[config.mk]
export PLATFORM = sky130hd
export DESIGN_NAME = fetch_unit
export DESIGN_NICKNAME = d
export VERILOG_FILES = /design/src/rtl/fetch_unit.sv
export SDC_FILE = /design/constraint.sdc
export NUM_CORES = 1
export LEC_CHECK = 0
export CORE_MARGIN = 2
export CORE_UTILIZATION = 46
export CTS_CLUSTER_SIZE = 28
export DETAILED_ROUTE_END_ITERATION = 6
export GPL_ROUTABILITY_DRIVEN = 1
export PLACE_DENSITY = 0.76
export SYNTH_ARGS = -nofsm -noshare
export SYNTH_HDL_FRONTEND = slang
export SYNTH_SLANG_ARGS = --single-unit
[constraint.sdc]
create_clock -name clk -period 2.19 [get_ports clk]
set_input_delay 0.438 -clock clk [delete_from_list [all_inputs] [get_ports clk]]
set_output_delay 0.438 -clock clk [all_outputs]
set_load 0.05 [all_outputs]
[src/rtl/fetch_unit.sv]
// Instruction-fetch stage and IF/ID register: sequences variable-latency imem requests,
// absorbs hazard stalls in a one-entry buffer and squashes wrong-path words on redirects.
module fetch_unit #(
    parameter int                ADDR_W   = 32,
    parameter logic [ADDR_W-1:0] RESET_PC = '0
) (
    input  logic              clk,
    input  logic              rst,
    input  logic [1:0]        PC_src,
    input  logic [ADDR_W-1:0] branch_target,
    input  logic [ADDR_W-1:0] jump_target,
    input  logic              stall,
    output logic              imem_req,
    output logic [ADDR_W-1:0] imem_addr,
    input  logic              imem_ack,
    input  logic [31:0]       imem_inst,
    output logic [31:0]       IF_ID_inst,
    output logic [ADDR_W-1:0] IF_ID_pc4,
    output logic              IF_ID_valid,
    output logic [5:0]        OPC,
    output logic [5:0]        func
);

    typedef enum logic [1:0] {
        S_BOOT  = 2'd0,
        S_FETCH = 2'd1,
        S_DROP  = 2'd2,
        S_HOLD  = 2'd3
    } state_t;

    state_t            r_state;
    logic              r_req;
    logic [ADDR_W-1:0] r_pc;
    logic [ADDR_W-1:0] r_redir_pc;
    logic [31:0]       r_buf_inst;
    logic [ADDR_W-1:0] r_buf_pc4;
    logic [31:0]       r_inst;
    logic [ADDR_W-1:0] r_pc4;
    logic              r_valid;

    logic              w_redirect;
    logic [ADDR_W-1:0] w_target;
    logic [ADDR_W-1:0] w_pc_plus4;

    // PC_src 11 is reserved and falls through as sequential
    assign w_redirect = r_valid & ~stall & ((PC_src == 2'b01) | (PC_src == 2'b10));
    assign w_target   = (PC_src == 2'b01) ? branch_target : jump_target;
    assign w_pc_plus4 = r_pc + ADDR_W'(4);

    always_ff @(posedge clk or negedge rst) begin
        if (!rst) begin
            r_state    <= S_BOOT;
            r_req      <= 1'b0;
            r_pc       <= RESET_PC;
            r_redir_pc <= '0;
            r_buf_inst <= '0;
            r_buf_pc4  <= '0;
            r_inst     <= '0;
            r_pc4      <= '0;
            r_valid    <= 1'b0;
        end else begin
            case (r_state)
                S_BOOT: begin
                    r_state <= S_FETCH;
                    r_req   <= 1'b1;
                end
                S_FETCH: begin
                    if (w_redirect) begin
                        r_inst  <= '0;
                        r_valid <= 1'b0;
                        if (imem_ack) begin
                            r_pc <= w_target;
                        end else begin
                            r_redir_pc <= w_target;
                            r_state    <= S_DROP;
                        end
                    end else if (imem_ack && !stall) begin
                        r_inst  <= imem_inst;
                        r_pc4   <= w_pc_plus4;
                        r_valid <= 1'b1;
                        r_pc    <= w_pc_plus4;
                    end else if (imem_ack) begin
                        r_buf_inst <= imem_inst;
                        r_buf_pc4  <= w_pc_plus4;
                        r_pc       <= w_pc_plus4;
                        r_state    <= S_HOLD;
                        r_req      <= 1'b0;
                    end else if (!stall) begin
                        r_inst  <= '0;
                        r_valid <= 1'b0;
                    end
                end
                S_DROP: begin
                    // the in-flight word belongs to the wrong path; wait for it, then retarget
                    if (imem_ack) begin
                        r_pc    <= r_redir_pc;
                        r_state <= S_FETCH;
                    end
                end
                S_HOLD: begin
                    if (!stall) begin
                        if (w_redirect) begin
                            r_inst  <= '0;
                            r_valid <= 1'b0;
                            r_pc    <= w_target;
                        end else begin
                            r_inst  <= r_buf_inst;
                            r_pc4   <= r_buf_pc4;
                            r_valid <= 1'b1;
                        end
                        r_state <= S_FETCH;
                        r_req   <= 1'b1;
                    end
                end
                default: begin
                    r_state <= S_BOOT;
                    r_req   <= 1'b0;
                end
            endcase
        end
    end

    assign imem_req    = r_req;
    assign imem_addr   = r_pc;
    assign IF_ID_inst  = r_inst;
    assign IF_ID_pc4   = r_pc4;
    assign IF_ID_valid = r_valid;
    assign OPC         = r_inst[31:26];
    assign func        = r_inst[5:0];

endmodule

**After elaboration in Yosys (flattened, before gate mapping)**

Cells that the tools add are included.

- Logic and storage cells: 90
- Output and inout port bits: 110
- Input port bits: 102
- Bits in registers: 196

- Muxes and demuxes: 40
- Reduce and logical (&&, ||, !) cells: 13
- Bitwise operators: 7
- Equal/unequal tests: 20
- Add/subtract/negate cells: 1

Operators with widths:

| cell | count |
|---|---|
| two-way mux 32 bit | 18 |
| case mux 32 bit (2 select lines) | 2 |
| case mux 32 bit (3 select lines) | 1 |
| adder 32 x 3 -> 32 bit, second input constant | 1 |
| inequality test 2 bit, second input constant | 8 |
| inequality test 3 bit, second input constant | 5 |
| AND reduction 5 bit | 3 |
| two-way mux 2 bit | 6 |
| two-way mux 1 bit | 10 |
| inequality test 4 bit, second input constant | 2 |
| case mux 2 bit (4 select lines) | 1 |
| AND reduction 4 bit | 2 |
| == test 2 bit, second input constant | 3 |
| AND reduction 6 bit | 1 |
| nonzero test 3 bit | 2 |
| == test 2 x 1 -> 1 bit, second input constant | 2 |
| inverter 1 bit | 4 |
| case mux 1 bit (3 select lines) | 1 |
| AND reduction 3 bit | 1 |
| AND 1 bit | 2 |
| logical NOT 2 bit | 1 |
| case mux 1 bit (2 select lines) | 1 |
| nonzero test 2 bit | 1 |
| logical AND 1 bit | 1 |
| other kinds (2) | 2 |

**Logic depth before layout (Yosys ltp)**

- Word-level depth: 6
- Gate-level depth with buffers: 10
- Depth with buffers taken out: 7

**Worst setup path after synthesis**

Ideal clock, no wire load.

- Path kind: reg-to-reg
- Start: register r_pc[2], in the netlist imem_addr[2]
- End: register r_pc[28], in the netlist imem_addr[28]
- Data required time: 2120 ps
- Arrival: 2408 ps
- Stages on the path, launching flop included: 7
- Period minus slack after synthesis: 2478 ps
- Library setup time: 70 ps
- Setup slack: -288 ps
- Buffers on the path: 0
- Cells stage by stage: dfrtp_1 > ha_1 > nand3_2 > nor4_4 > nand3_2 > or4_1 > nand3_1

- Cells in the longest elaborated chain, start to end: 5

Ends and longest elaborated chain:

| what | line | source |
|---|---|---|
| start, declared | 33 | `logic [ADDR_W-1:0] r_pc;` |
| start signal, assigned | 72 | `r_pc <= w_target;` |
| start signal, assigned | 81 | `r_pc <= w_pc_plus4;` |
| start signal, assigned | 85 | `r_pc <= w_pc_plus4;` |
| adder 32 x 3 -> 32 bit * | 48 | `assign w_pc_plus4 = r_pc + ADDR_W'(4);` |
| two-way mux 32 bit | 82 | `end else if (imem_ack) begin` |
| two-way mux 32 bit * | 77 | `end else if (imem_ack && !stall) begin` |
| two-way mux 32 bit * | 68 | `if (w_redirect) begin` |
| case mux 32 bit (3 select lines) * | 62 | `case (r_state)` |

Mark *: on every way between the ends. The rest lies on a longest branch, timed or not. The select of a mux whose other input is x is not followed.
A chain may end at the register's enable or synchronous reset.

**Final worst setup path**

- Start: register r_pc[24], in the netlist imem_addr[24]
- End: output port imem_addr[24]

RTL lines:

| what | line | source |
|---|---|---|
| end, declared | 14 | `output logic [ADDR_W-1:0] imem_addr,` |

No word-level cell between the ends.

==> reports/metrics.cfg <==
[global_routing]
grt_pass1_vias=8413
grt_max_degree=73
track_usage=0.2464
overflow=0
antenna_found_initial=0
grt_first_pass_wirelength_um=43640

[power_and_ir_drop]
swShare=0.4685
internal_power_mw=11.24
power_density_nw_per_um2=1558
power.net_switching_mw=9.910
comb_power_share=0.548
total_power_mw=21.15
ir_drop_mv=0.6905
p_leak_nw=5.840
pwr-share-seq=0.304
clkPwrFrac=0.148

[floorplanning]
rows=53
start_util=0.4658
ios=212
die_area_um2=22400
coreArea_um2=20960
die_h_um=149.7
die_x_um=149.7

[logic_synthesis]
synth_edf_count=0
ys_ff_latch=196
syn_inst=1020
syn_nets=1128
synth_seq_area_share=0.5024
synth_top_area_share=0.5024
synthFlopType=dfrtp_1
yosys.area.top_type=dfrtp_1
synthDistinctLibCells=59
synth.avg_cell_area_um2=9.570
ys.warnings.count=0
async_reset_ff_frac=1.000
yosys-top-cells-area=dfrtp_1, o21ai_0, nand2_1
syn-cell-area_um2=9762

[critical_path]
cp_num_buf_inv=1
required_ns=1.75
crit_family=buffers and inverters
start_kind=flop
cp_max_fo=6
cp.arrival_ns=1.74
cp-end-kind=primary output
crit_chain=clkdlybuf4s50_1
worstSetupPathType=flop to primary output
cpPeakStageDelay_ns=0.85
slowest_stage=clkdlybuf4s50_1

[cells_and_area]
layout-area-overhead-vs-synth_pct=39.08
final_util=0.6479
fin_nets=1373
fillCellCount=1754
drive_gt1_frac=0.1854
layout_common_cells=clkdlybuf4s50_1, dfrtp_1, nand2_1
antenna_cells=0
final_cells=1553
layout_commonest_cell=clkdlybuf4s50_1

[detailed_routing]
wl_per_cell_um=17.58
avgViaCountPerCell=5.589
detail-route-antenna-nets=0
drt_first_pass_iters=6
drc_errors=0
vias=8679
wl_um=27300
first_iter_violations=894

[flow_run]
cap_violations=0

[placement]
dp.cells=1517
port_buffers=211
dp_hpwl_um=19920
pre_cts_ws_ns=-0.4356
gp_congestion=0.9236

[sta]
final_hold_viol_count=0
tightest_slew_ns=0.5677
max_freq_mhz=459.0
setup_viol=0
slew_viol_final=0
whs_ns=0.4816
max_slew_margin=0.6209
post-route-period-util=0.9948
finClkSkew_ns=0.01922
period_minus_slack_ns=2.179
setup_ws_ns=0.01134
rsz0062_at_grt=yes

[cts]
clockRootBuffer=clkbuf_16
worstSkewPairLatency_ns=0.44
cts_made_buffers=17
cts_max_path_buffers=2
cts_sinks=196
cts.clk_slew.worst_paths_ns=0.08
htree_levels=4
cts_tree=built

[outcome]
outcome=finished, final reports clean

[min_path]
hp-class=flop to flop

-- final cells by class --
type,instances,area [µm²],share of cell area
sequential,196,4923,0.3626
inverter,18,67.56,0.004976
clock buffer,17,425.4,0.03133
tap,275,344.1,0.02534
clock inverter,15,171.4,0.01263
timing repair buffer,315,3115,0.2295
multi-input combinational,717,4529,0.3336
-- power groups by stage --
stage	clock network, mW	registers (mW)	logic (mW)
floorplan	0	8.71	4.68
CTS	3.20	6.41	11.4
detailed placement	0	6.47	11.4
finish	3.14	6.43	11.6
global route	3.34	6.64	12.4
global placement	0	6.38	11.2
-- registers in the layout (all words and copies together), names as in the netlist --
register     flops
IF_ID_inst      32
IF_ID_pc4       32
imem_addr       32
r_buf_inst      32
r_buf_pc4       32
r_redir_pc      32
r_state          2
IF_ID_valid      1
imem_req         1
-- routing by layer --
| metal | wire (µm) | global-route usage | vias up |
|---|---|---|---|
| li1 | - | - | 4112 |
| met1 | 11850 | 0.3471 | 4170 |
| met2 | 12900 | 0.3869 | 349 |
| met3 | 1854 | 0.04909 | 48 |
| met4 | 700 | 0.07500 | 0 |
| met5 | 0 | 0 | - |
-- cell usage after synthesis (all sizes together) (7+ instances only) --
cell      n
a21oi    41
dfrtp   196
mux2i    32
inv      18
clkbuf   60
a22oi    33
nor2     37
buf      29
o22ai    11
nand4    11
mux2     52
o211ai    7
nor3     19
a31oi    10
nor4      7
xor2      8
nand2   162
nand3    28
xnor2    16
o21ai   163
and3     11
-- cells by family after synthesis --
| family | count (synthesis) | synth area share |
|---|---|---|
| compound gates | 298 | 0.1776 |
| xor+xnor | 24 | 0.02153 |
| fa+ha+maj | 6 | 0.007690 |
| buf+inv | 107 | 0.04832 |
| flops | 196 | 0.5024 |
| mux | 84 | 0.09280 |
| simple gates | 305 | 0.1496 |
-- path summary, 6_finish.rpt --
kind | start | to | slack, ns | cells after the start
min in group asynchronous | rst | r_redir_pc[28]$_DFFE_PN0P_ | 0.50 | 2
hold / removal | r_buf_pc4[11]$_DFFE_PN0P_ | r_buf_pc4[11]$_DFFE_PN0P_ | 0.48 | 2
setup / recovery | imem_addr[24]$_DFFE_PN0P_ | imem_addr[24] | 0.01 | 1
hold reg to reg | r_buf_pc4[11]$_DFFE_PN0P_ | r_buf_pc4[11]$_DFFE_PN0P_ | 0.48 | 2
max in group asynchronous | rst | r_buf_pc4[22]$_DFFE_PN0P_ | 0.96 | 3
setup reg to reg | imem_addr[4]$_DFFE_PN0P_ | imem_addr[31]$_DFFE_PN0P_ | 0.02 | 6
-- metrics by stage --
| step | TNS (ns) | cell area (µm²) |
|---|---|---|
| after detailed placement | -38.50 | 12830 |
| after CTS | 0 | 13430 |
| after floorplan | -0.01585 | 9778 |
| final | 0 | 13580 |
| after global routing | -0.1065 | 13580 |
| after global placement | -35.74 | 12830 |
-- timing repair --
item | 4_1_cts | 5_1_grt
hold endpoints to repair | 37 | 0
buffers inserted | 0 | 3
pin swaps | 0 | 2
hold buffers | 1 | 0
gates resized for setup | 16 | 29
endpoints found under the setup margin | 15 | 55
No activity file was read; power rests on OpenSTA's default activity.
